## config.mk

```make
export PLATFORM = sky130hd
export DESIGN_NAME = vga_plot_arbiter_flat
export DESIGN_NICKNAME = d
export VERILOG_FILES = /design/src/rtl/vga_plot_arbiter_pkg.sv /design/src/rtl/vga_plot_arbiter_if.sv /design/src/rtl/vga_plot_arbiter_rr.sv /design/src/rtl/vga_plot_arbiter.sv /design/src/flat_wrapper.sv
export SDC_FILE = /design/constraint.sdc
export NUM_CORES = 1
export LEC_CHECK = 0
export BUFFER_PORTS_ARGS = -buffer_cell sky130_fd_sc_hd__buf_2
export CORE_AREA = 2 2 109 111
export CTS_CLUSTER_SIZE = 40
export DETAILED_ROUTE_END_ITERATION = 8
export DIE_AREA = 0 0 111 113
export GPL_ROUTABILITY_DRIVEN = 0
export PLACE_DENSITY = 0.86
export REMOVE_ABC_BUFFERS = 1
export SYNTH_ARGS = -nofsm -noshare
export SYNTH_HDL_FRONTEND = slang
export SYNTH_SLANG_ARGS = --single-unit
```

## constraint.sdc

```tcl
create_clock -name clock -period 7 [get_ports clock]
set_clock_uncertainty 0.15 [all_clocks]
set_input_delay 1.05 -clock clock [delete_from_list [all_inputs] [get_ports clock]]
set_output_delay 1.05 -clock clock [all_outputs]
set_load 0.005 [all_outputs]
```

## src/rtl/vga_plot_arbiter_pkg.sv

```systemverilog
// Shared constants and types for the VGA plot-port arbiter.
// The screen geometry matches the 160x120, 9-bit-colour vga_adapter.
package vga_plot_pkg;

   localparam int X_W      = 8;
   localparam int Y_W      = 7;
   localparam int COLOUR_W = 9;
   localparam int X_MAX    = 160;
   localparam int Y_MAX    = 120;

   localparam logic [COLOUR_W-1:0] COLOUR_BLACK = 9'h000;

   typedef enum logic [1:0] {
      IDLE,
      GRANT,
      DRAW,
      FINISH
   } state_e;

endpackage

```

## src/rtl/vga_plot_arbiter_if.sv

```systemverilog
// Requester/pixel bundle of the plot arbiter. The animation side (master)
// drives the packed per-requester rectangle requests; the arbiter (slave)
// answers with ack/done/busy and drives the vga_adapter pixel port.
interface vga_plot_arbiter_if
   import vga_plot_pkg::*;
#(
   parameter int N_REQ = 3
);

   logic [N_REQ-1:0]          req;
   logic [N_REQ*X_W-1:0]      req_x;
   logic [N_REQ*Y_W-1:0]      req_y;
   logic [N_REQ*X_W-1:0]      req_w;
   logic [N_REQ*Y_W-1:0]      req_h;
   logic [N_REQ*COLOUR_W-1:0] req_colour;
   logic [N_REQ-1:0]          ack;
   logic [N_REQ-1:0]          done;
   logic                      busy;
   logic [X_W-1:0]            oX;
   logic [Y_W-1:0]            oY;
   logic [COLOUR_W-1:0]       oColour;
   logic                      oPlot;

   modport master (
      output req, req_x, req_y, req_w, req_h, req_colour,
      input  ack, done, busy, oX, oY, oColour, oPlot
   );

   modport slave (
      input  req, req_x, req_y, req_w, req_h, req_colour,
      output ack, done, busy, oX, oY, oColour, oPlot
   );

endinterface

```

## src/rtl/vga_plot_arbiter_rr.sv

```systemverilog
// Combinational round-robin picker: searches req_i starting at ptr_i and
// returns the first asserted requester as a one-hot grant plus its index.
// The pointer register lives in the parent.
module rr_arbiter #(
   parameter int N_REQ = 3,
   parameter int IDX_W = (N_REQ > 1) ? $clog2(N_REQ) : 1
) (
   input  logic [N_REQ-1:0] req_i,
   input  logic [IDX_W-1:0] ptr_i,
   output logic [N_REQ-1:0] grant_o,
   output logic [IDX_W-1:0] idx_o
);

   logic found;
   int   k;

   // Rotating search from the pointer; first asserted request wins.
   always_comb begin
      // NOTE: every signal written here gets a default first, so no path leaves it unassigned and no latch is inferred.
      grant_o = '0;
      idx_o   = '0;
      found   = 1'b0;
      k       = 0;
      for (int i = 0; i < N_REQ; i++) begin
         k = (int'(ptr_i) + i) % N_REQ;
         if (!found && req_i[k]) begin
            grant_o[k] = 1'b1;
            idx_o      = IDX_W'(k);
            found      = 1'b1;
         end
      end
   end

endmodule

```

## src/rtl/vga_plot_arbiter.sv

```systemverilog
// Shares the vga_adapter pixel-write port between N_REQ rectangle-fill
// requesters. One request is granted round-robin, its rectangle is walked
// row-major at one pixel per clock, then done is pulsed to that requester.
// Optional feature: define VGA_PLOT_ARB_CLIP_EN to suppress oPlot for
// pixels falling outside the 160x120 screen instead of wrapping.
module vga_plot_arbiter
   import vga_plot_pkg::*;
#(
   parameter int N_REQ = 3
) (
   input logic clock,
   input logic resetn,
   vga_plot_arbiter_if.slave bus
);

   localparam int IDX_W = (N_REQ > 1) ? $clog2(N_REQ) : 1;

   state_e              state_q;
   logic [IDX_W-1:0]    ptr_q, g_q, arb_idx;
   logic [N_REQ-1:0]    arb_gnt, gnt_q, ack_q, done_q;
   logic                busy_q, plot_q;
   logic [X_W-1:0]      x_q, w_q, dx_q, dx_d, ox_q, px_x;
   logic [Y_W-1:0]      y_q, h_q, dy_q, dy_d, oy_q, px_y;
   logic [COLOUR_W-1:0] colour_q, ocol_q;
   logic                last_col, last_row, px_plot;
`ifdef VGA_PLOT_ARB_CLIP_EN
   logic [X_W:0]        sum_x;
   logic [Y_W:0]        sum_y;
`endif

   rr_arbiter #(.N_REQ(N_REQ), .IDX_W(IDX_W)) u_rr (
      .req_i   (bus.req),
      .ptr_i   (ptr_q),
      .grant_o (arb_gnt),
      .idx_o   (arb_idx)
   );

   // Next pixel offset (0,0 from GRANT, row-major step in DRAW) and its screen position.
   always_comb begin
      last_col = (dx_q == w_q - X_W'(1));
      last_row = (dy_q == h_q - Y_W'(1));
      dx_d     = last_col ? '0 : dx_q + X_W'(1);
      dy_d     = last_col ? dy_q + Y_W'(1) : dy_q;
      if (state_q == GRANT) begin
         dx_d = '0;
         dy_d = '0;
      end
`ifdef VGA_PLOT_ARB_CLIP_EN
      sum_x   = {1'b0, x_q} + {1'b0, dx_d};
      sum_y   = {1'b0, y_q} + {1'b0, dy_d};
      px_x    = sum_x[X_W-1:0];
      px_y    = sum_y[Y_W-1:0];
      px_plot = (sum_x < (X_W+1)'(X_MAX)) && (sum_y < (Y_W+1)'(Y_MAX));
`else
      px_x    = x_q + dx_d;
      px_y    = y_q + dy_d;
      px_plot = 1'b1;
`endif
   end

   // Transaction FSM with registered handshake and pixel outputs.
   always_ff @(posedge clock or negedge resetn) begin
      if (!resetn) begin
         state_q  <= IDLE;
         ptr_q    <= '0;
         g_q      <= '0;
         gnt_q    <= '0;
         ack_q    <= '0;
         done_q   <= '0;
         busy_q   <= 1'b0;
         plot_q   <= 1'b0;
         x_q      <= '0;
         y_q      <= '0;
         w_q      <= '0;
         h_q      <= '0;
         dx_q     <= '0;
         dy_q     <= '0;
         colour_q <= COLOUR_BLACK;
         ox_q     <= '0;
         oy_q     <= '0;
         ocol_q   <= COLOUR_BLACK;
      end else begin
         // NOTE: non-blocking assignments so every register sees the pre-edge values of its peers.
         ack_q  <= '0;
         done_q <= '0;
         case (state_q)
            IDLE: begin
               if (|bus.req) begin
                  state_q  <= GRANT;
                  ack_q    <= arb_gnt;
                  gnt_q    <= arb_gnt;
                  g_q      <= arb_idx;
                  busy_q   <= 1'b1;
                  x_q      <= bus.req_x[int'(arb_idx)*X_W +: X_W];
                  y_q      <= bus.req_y[int'(arb_idx)*Y_W +: Y_W];
                  w_q      <= bus.req_w[int'(arb_idx)*X_W +: X_W];
                  h_q      <= bus.req_h[int'(arb_idx)*Y_W +: Y_W];
                  colour_q <= bus.req_colour[int'(arb_idx)*COLOUR_W +: COLOUR_W];
               end
            end
            GRANT: begin
               dx_q <= '0;
               dy_q <= '0;
               if (w_q == '0 || h_q == '0) begin
                  state_q <= FINISH;
                  done_q  <= gnt_q;
               end else begin
                  state_q <= DRAW;
                  plot_q  <= px_plot;
                  ox_q    <= px_x;
                  oy_q    <= px_y;
                  ocol_q  <= colour_q;
               end
            end
            DRAW: begin
               if (last_col && last_row) begin
                  state_q <= FINISH;
                  plot_q  <= 1'b0;
                  done_q  <= gnt_q;
               end else begin
                  dx_q   <= dx_d;
                  dy_q   <= dy_d;
                  plot_q <= px_plot;
                  ox_q   <= px_x;
                  oy_q   <= px_y;
               end
            end
            FINISH: begin
               state_q <= IDLE;
               busy_q  <= 1'b0;
               ptr_q   <= (g_q == IDX_W'(N_REQ - 1)) ? '0 : g_q + IDX_W'(1);
            end
            default: state_q <= IDLE;
         endcase
      end
   end

   assign bus.ack     = ack_q;
   assign bus.done    = done_q;
   assign bus.busy    = busy_q;
   assign bus.oPlot   = plot_q;
   assign bus.oX      = ox_q;
   assign bus.oY      = oy_q;
   assign bus.oColour = ocol_q;

endmodule
```

## src/flat_wrapper.sv

```systemverilog
// flat-port wrapper written by rule: the top's interface ports become plain ports
module vga_plot_arbiter_flat import vga_plot_pkg::*;
#(
   parameter int N_REQ = 3
)
  (clock, resetn, bus_req, bus_req_x, bus_req_y, bus_req_w, bus_req_h, bus_req_colour, bus_ack, bus_done, bus_busy, bus_oX, bus_oY, bus_oColour, bus_oPlot);
  vga_plot_arbiter_if #(.N_REQ(N_REQ)) bus_i ();
  input logic clock;
  input logic resetn;
  input wire logic [$bits(bus_i.req)-1:0] bus_req;
  input wire logic [$bits(bus_i.req_x)-1:0] bus_req_x;
  input wire logic [$bits(bus_i.req_y)-1:0] bus_req_y;
  input wire logic [$bits(bus_i.req_w)-1:0] bus_req_w;
  input wire logic [$bits(bus_i.req_h)-1:0] bus_req_h;
  input wire logic [$bits(bus_i.req_colour)-1:0] bus_req_colour;
  output wire logic [$bits(bus_i.ack)-1:0] bus_ack;
  output wire logic [$bits(bus_i.done)-1:0] bus_done;
  output wire logic [$bits(bus_i.busy)-1:0] bus_busy;
  output wire logic [$bits(bus_i.oX)-1:0] bus_oX;
  output wire logic [$bits(bus_i.oY)-1:0] bus_oY;
  output wire logic [$bits(bus_i.oColour)-1:0] bus_oColour;
  output wire logic [$bits(bus_i.oPlot)-1:0] bus_oPlot;
  assign bus_i.req = bus_req;
  assign bus_i.req_x = bus_req_x;
  assign bus_i.req_y = bus_req_y;
  assign bus_i.req_w = bus_req_w;
  assign bus_i.req_h = bus_req_h;
  assign bus_i.req_colour = bus_req_colour;
  assign bus_ack = bus_i.ack;
  assign bus_done = bus_i.done;
  assign bus_busy = bus_i.busy;
  assign bus_oX = bus_i.oX;
  assign bus_oY = bus_i.oY;
  assign bus_oColour = bus_i.oColour;
  assign bus_oPlot = bus_i.oPlot;
  vga_plot_arbiter #(.N_REQ(N_REQ)) u_core (.clock(clock), .resetn(resetn), .bus(bus_i));
endmodule
```

==> results of run 1 <==
[synthesized netlist by cell type (all sizes together) (13+ instances only)]
cell / count
dfrtp: 95
xnor2: 32
ha: 24
nand2: 63
a21oi: 58
nor2: 76
mux2i: 41
inv: 16
a21o: 14
xor2: 13
clkbuf: 33
mux2: 21
o21ai: 61
[metrics by stage]
| stage | utilization | power, uW | worst slack, ns | cell area (sq um) | std cells |
|---|---|---|---|---|---|
| global placement | 0.611 | 2440 | 2.41 | 6890 | 926 |
| global route | 0.637 | 3200 | 2.02 | 7180 | 942 |
| CTS | 0.637 | 2980 | 2.32 | 7180 | 942 |
| floorplan | - | 2100 | 1.87 | 5890 | 626 |
| finish | 0.637 | 2960 | 2.26 | 7180 | 942 |
| detailed placement | 0.611 | 2490 | 2.33 | 6890 | 926 |
[power groups by stage]
stage | Sequential, uW | Combinational [uW] | Clock [uW]
3_5_place_dp | 953 | 1540 | 0
4_1_cts | 946 | 1560 | 476
2_1_floorplan | 922 | 1170 | 0
5_1_grt | 976 | 1730 | 498
6_report | 947 | 1540 | 468
3_3_place_gp | 947 | 1500 | 0
[kinds of logic after synthesis]
logic type	count (synthesis)	synth area share
AO/OA/AOI/OAI	178	0.179
XOR/XNOR	45	0.0648
adder cells (fa/ha/maj)	27	0.0576
buffers and inverters	58	0.0411
flip-flops	95	0.391
multiplexers	62	0.111
AND/OR/NAND/NOR	203	0.155
[metal layers]
layer	wire [microns]	up-vias	global-route usage
li1	-	2581	-
met1	6000	2391	0.282
met2	6550	130	0.367
met3	599	16	0.0268
met4	209	0	0.0725
met5	0	-	0
[worst reg2reg max path: stages (launching register included)]
cell and delay [ns]:
dfrtp_1 0.43, inv_1 0.08, ha_1 0.22, or3b_1 0.39, or4_1 0.47, o32a_2 0.23, nand2_4 0.10, a21o_1 0.31
nor2_1 0.08, ha_1 0.23, fa_1 0.41, a21o_1 0.18, a21oi_1 0.37, nor2_1 0.12, o211a_1 0.24, a311oi_2 0.27
xnor2_1 0.09, mux2_2 0.26
[sequential cells by signal (all words and copies together), names as in the netlist, 8 cells and up]
signal and count:
u_core.bus.oColour 9, u_core.bus.oX 8, u_core.colour_q 9, u_core.dx_q 8
u_core.w_q 8, u_core.x_q 8
[final cells by class]
class / count / share of cell area
clock buffer: 12 / 0.0357
timing repair buffer: 157 / 0.111
sequential: 95 / 0.331
tap: 143 / 0.0249
clock inverter: 4 / 0.00418
inverter: 16 / 0.00837
multi-input combinational: 515 / 0.484
[layout by cell type (no fill, tap or decap), drive strengths merged, types with 13 or more instances in the layout]
| cell type | Yosys | routed |
|---|---|---|
| buf | 9 | 157 |
| dfrtp | 95 | 95 |
| nor2 | 76 | 76 |
| nand2 | 63 | 63 |
| o21ai | 61 | 61 |
| a21oi | 58 | 58 |
| mux2i | 41 | 41 |
| xnor2 | 32 | 32 |
| ha | 24 | 24 |
| mux2 | 21 | 21 |
| inv | 16 | 16 |
| a21o | 14 | 14 |
| xor2 | 13 | 13 |
[final timing paths]
check,startpoint,to,slack (ns),cells past startpoint
hold / removal,u_core.colour_q[3],u_core.colour_q[3],0.32,2
min in group asynchronous,resetn,u_core.colour_q[3],0.51,1
setup / recovery,u_core.w_q[0],u_core.bus.oX[6],2.26,17
max in group asynchronous,resetn,u_core.g_q[1],5.10,2
hold reg to reg,u_core.colour_q[3],u_core.colour_q[3],0.32,2
setup reg to reg,u_core.w_q[0],u_core.bus.oX[6],2.26,17
==> flow_summary.yaml, run 1 <==
power_and_ir_drop:
  seqPwrFrac: 0.321
  peakVddDrop_v: 0.000283
  switchingPower_uw: 1220
  pwr-share-comb: 0.521
  p_leak_uw: 0.00369
  p_clk_frac: 0.159
  cellInternalPower_uw: 1730
  pwr_density_cell_nw_per_um2: 412
  swShare: 0.414
global_route:
  grt_pass1_wl_mm: 22.2
  antenna_found_initial: 0
  grt_pass1_vias: 4828
  grt_use_total: 0.213
  grt_max_degree: 80
  overflow: 0
synth:
  synth_seq_area_share: 0.391
  synth.cell_area_sq_um: 6080
  synth_top_area_frac: 0.391
  ys_ff_latch: 95
  synth-edff-count: 0
  synthCells: 668
  ys_async_sr_fraction: 1.00
  synth_top_area_cell: "dfrtp_1"
  ys.warnings.count: 0
  synth.area.top_cells: "dfrtp_1 39%, mux2i_1 6.7%, ha_1 4.9%"
  ys_types: 66
  synth.avg_cell_area_sq_um: 9.10
  synthFlopType: "dfrtp_1"
min_path:
  min_path_type: "reg2reg"
clock_tree:
  clock_latency_ns: 0.34
  cts_made_buffers: 9
  cts_setup_buffers: 0
  cts_resized: 0
  cts_tree: "built"
  cts_buffer_depth: 2
  cts.sinks: 95
  cts_hold_buffers: 0
  clk_pin_slew_ns: 0.07
  htreeDepth: 3
  cts-root-buf: "clkbuf_16"
placed_design:
  port_buffers: 153
  dp_hpwl_mm: 9.80
setup_path:
  crit_chain: "inv_1 -> ha_1 -> or3b_1 -> or4_1 -> o32a_2 -> nand2_4 -> a21o_1 -> nor2_1 -> ha_1 -> fa_1 -> a21o_1 -> a21oi_1 -> nor2_1 -> o211a_1 -> a311oi_2 -> xnor2_1 -> mux2_2"
  critPathBufInv: 1
  cp_top_family: "compound AO/OA/AOI/OAI gates"
  cp_slowest_cell: "or4_1"
  critical_path_class: "reg2reg"
  startpoint_type: "flop"
  crit_required_ns: 7.08
  max_stage_delay_ns: 0.47
  crit_fanout: 9
  worstSetupEndpointType: "flop"
  arrival_ns: 4.82
timing:
  setup_viol: 0
  finalHoldViolCount: 0
  hold_ws_ns: 0.324
  grt_setup_unrepaired: "false"
  tightest_slew_ns: 0.987
  fin_crit_sh: 0.677
  max_freq_mhz: 211
  min_period_ns: 4.74
  tns_ns: 0
  slew_viol_final: 0
  max_slew_margin: 0.337
finish:
  fin_nets: 942
  antenna_cells: 0
  ff_latch_area_sq_um: 2380
  final_layout_size_suffix_gt1_frac: 0.263
  multi_input_area_sq_um: 3480
  area.growth.synth_to_final_pct: 18.0
  fillCellCount: 937
route:
  viasPerCell: 5.43
  routedWlPerCell_microns: 14.2
  drt-total-wl_mm: 13.4
  dr.pass1.iters: 4
  dr_total_vias: 5118
  drc: 0
  ant_nets: 0
  drt_iter0_markers: 358
floorplan:
  core_sq_um: 11300
  die_area_sq_um: 12500
  initial_core_util: 0.540
  row_count: 39
  die_h_microns: 113
  io_pins: 154
  fp.dieW_microns: 111
run_status:
  status: "completed"
flow_run:
  drv_cap: 0
(Power assumes the default switching activity.)
==> run 2, diff against run 1 <==
--- a/config.mk
+++ b/config.mk
@@ -6,12 +6,12 @@
 export NUM_CORES = 1
 export LEC_CHECK = 0
 export BUFFER_PORTS_ARGS = -buffer_cell sky130_fd_sc_hd__buf_2
-export CORE_AREA = 2 2 109 111
+export CORE_AREA = 2 2 110 112
 export CTS_CLUSTER_SIZE = 40
 export DETAILED_ROUTE_END_ITERATION = 8
-export DIE_AREA = 0 0 111 113
+export DIE_AREA = 0 0 112 114
 export GPL_ROUTABILITY_DRIVEN = 0
-export PLACE_DENSITY = 0.86
+export PLACE_DENSITY = 0.84
 export REMOVE_ABC_BUFFERS = 1
 export SYNTH_ARGS = -nofsm -noshare
 export SYNTH_HDL_FRONTEND = slang
==> constraint.sdc (replaced) <==
create_clock -name clock -period 4.4 [get_ports clock]
set_clock_uncertainty 0.15 [all_clocks]
set_input_delay 0.66 -clock clock [delete_from_list [all_inputs] [get_ports clock]]
set_output_delay 0.66 -clock clock [all_outputs]
set_load 0.005 [all_outputs]
==> run 2 against run 1 <==
Against the previous run: via count rose by 1.5%; design area rose by 2.9%; non-clock buffer count rose by 12.
==> flow_summary.yaml, run 2 (same netlist as run 1, synthesis figures left out) <==
run_status:
  status: "completed"
route:
  drc: 0
  drt-total-wl_mm: 13.6
  dr_total_vias: 5196
  routedWlPerCell_microns: 14.2
  dr.pass1.iters: 4
  drt_iter0_markers: 343
  ant_nets: 0
  viasPerCell: 5.42
clock_tree:
  cts_buffer_depth: 2
  clk_pin_slew_ns: 0.06
  cts_tree: "built"
  htreeDepth: 3
  cts_hold_buffers: 0
  cts-root-buf: "clkbuf_16"
  cts.sinks: 95
  clock_latency_ns: 0.34
  cts_made_buffers: 9
power_and_ir_drop:
  switchingPower_uw: 2000
  p_clk_frac: 0.170
  peakVddDrop_v: 0.000556
  totalPowerFinal_uw: 4960
  swShare: 0.404
  pwr_density_cell_nw_per_um2: 672
  seqPwrFrac: 0.306
  pwr-share-comb: 0.524
  cellInternalPower_uw: 2960
  p_leak_uw: 0.00379
setup_path:
  arrival_ns: 4.29
  worstSetupEndpointType: "flop"
  crit_fanout: 5
  r2r-start: "u_core.w_q[1]"
  crit_required_ns: 4.47
  rrSetupSlack_ns: 0.18
  startpoint_type: "flop"
  reg2regPathDepth: 17
  critical_path_class: "reg2reg"
  reg2reg_to: "u_core.bus.oX[7]"
floorplan:
  initial_core_util: 0.519
  row_count: 40
  core_sq_um: 11700
  die_h_microns: 114
  fp.dieW_microns: 112
  io_pins: 154
  die_area_sq_um: 12800
min_path:
  min_path_type: "in2async"
global_route:
  grt_use_total: 0.214
  grt_max_degree: 74
  overflow: 0
  grt_pass1_wl_mm: 22.5
  grt_pass1_vias: 4896
  antenna_found_initial: 0
timing:
  tightest_slew_ns: 0.904
  max_slew_margin: 0.397
  max_freq_mhz: 237
  fin_crit_sh: 0.960
  grt_setup_unrepaired: "true"
  slew_viol_final: 0
  finalHoldViolCount: 0
  min_period_ns: 4.22
  hold_ws_ns: 0.285
  setup_viol: 0
finish:
  layout_commonest_cell: "buf_2"
  final_layout_size_suffix_gt1_frac: 0.289
  area.growth.synth_to_final_pct: 21.4
  antenna_cells: 0
  fin_nets: 954
  final_cell_mix: "152 x buf_2, 95 x dfrtp_1, 75 x nor2_1"
placed_design:
  port_buffers: 153
  dp_hpwl_mm: 9.87
flow_run:
  drv_cap: 0
==> run 2: cell types whose count changed in the layout (fill, tap and decap cells not counted), sizes merged <==
cell and change:
clkbuf -1, clkinvlp -3, bufinv +2, buf +12
clkinv +2
==> run 2: timing repair <==
action,4_1_cts,5_1_grt
hold endpoints to repair,0,0
setup buffers,1,4
setup endpoints to repair,3,4
gates cloned,0,0
pin swaps,3,7
gates resized for setup,1,14
==> run 2: critical path, cell delays in order, from the launching register on <==
cell	delay (ns)
dfrtp_1	0.42
inv_2	0.08
ha_4	0.14
or3b_1	0.37
or4_1	0.47
o32a_2	0.24
nand2_4	0.10
a21oi_1	0.08
and2_1	0.21
ha_1	0.32
a211oi_2	0.25
o21bai_2	0.13
o211a_1	0.26
o221ai_2	0.22
mux2_2	0.21
o2bb2ai_2	0.06
xnor2_1	0.13
mux2_2	0.27
==> run 2: layout make-up <==
cell class	count	area (sq um)
Multi-Input combinational cell	515	3540
Timing Repair Buffer	169	905
Clock inverter	5	81.3
Fill cell	1003	4330
Inverter	16	60.1
Clock buffer	11	243
Sequential cell	95	2380
Tap cell	147	184
==> run 2: worst max path at each step <==
stage                          from            endpoint  slack, ns  cells past startpoint
floorplan           u_core.ptr_q[0]  u_core.colour_q[0]      -0.49                      9
global placement      u_core.w_q[0]    u_core.bus.oY[6]       0.13                     17
detailed placement    u_core.w_q[0]    u_core.bus.oX[7]   0.000005                     18
CTS                   u_core.w_q[1]    u_core.bus.oX[7]       0.03                     19
global route          u_core.w_q[1]    u_core.bus.oX[6]      -0.02                     17
finish                u_core.w_q[1]    u_core.bus.oX[7]       0.18                     17
==> run 2: metal layers <==
metal / vias up / global-route usage / share of wire
met5: - / 0 / 0
met4: 0 / 0.0626 / 0.017
met3: 18 / 0.0356 / 0.047
met2: 127 / 0.374 / 0.49
met1: 2432 / 0.278 / 0.45
li1: 2619 / - / -
==> run 2: power groups by stage <==
| stage | clock network, uW | registers [uW] | logic [uW] |
|---|---|---|---|
| after floorplan | 0 | 1470 | 1870 |
| after global placement | 0 | 1510 | 2440 |
| after CTS | 856 | 1510 | 2550 |
| final | 842 | 1520 | 2600 |
| after detailed placement | 0 | 1520 | 2510 |
| after global routing | 895 | 1560 | 2910 |
==> run 2: stage by stage <==
step / cell area (sq um) / setup WS [ns] / utilization / TNS (ns) / instances
after CTS: 7290 / 0.0295 / 0.623 / 0 / 954
after global placement: 6960 / 0.131 / 0.594 / 0 / 937
after floorplan: 5890 / -0.488 / - / -19.11 / 626
final: 7390 / 0.178 / 0.631 / 0 / 958
after global routing: 7390 / -0.0245 / 0.631 / -0.0245 / 958
after detailed placement: 6960 / 0.00000488 / 0.594 / 0 / 937
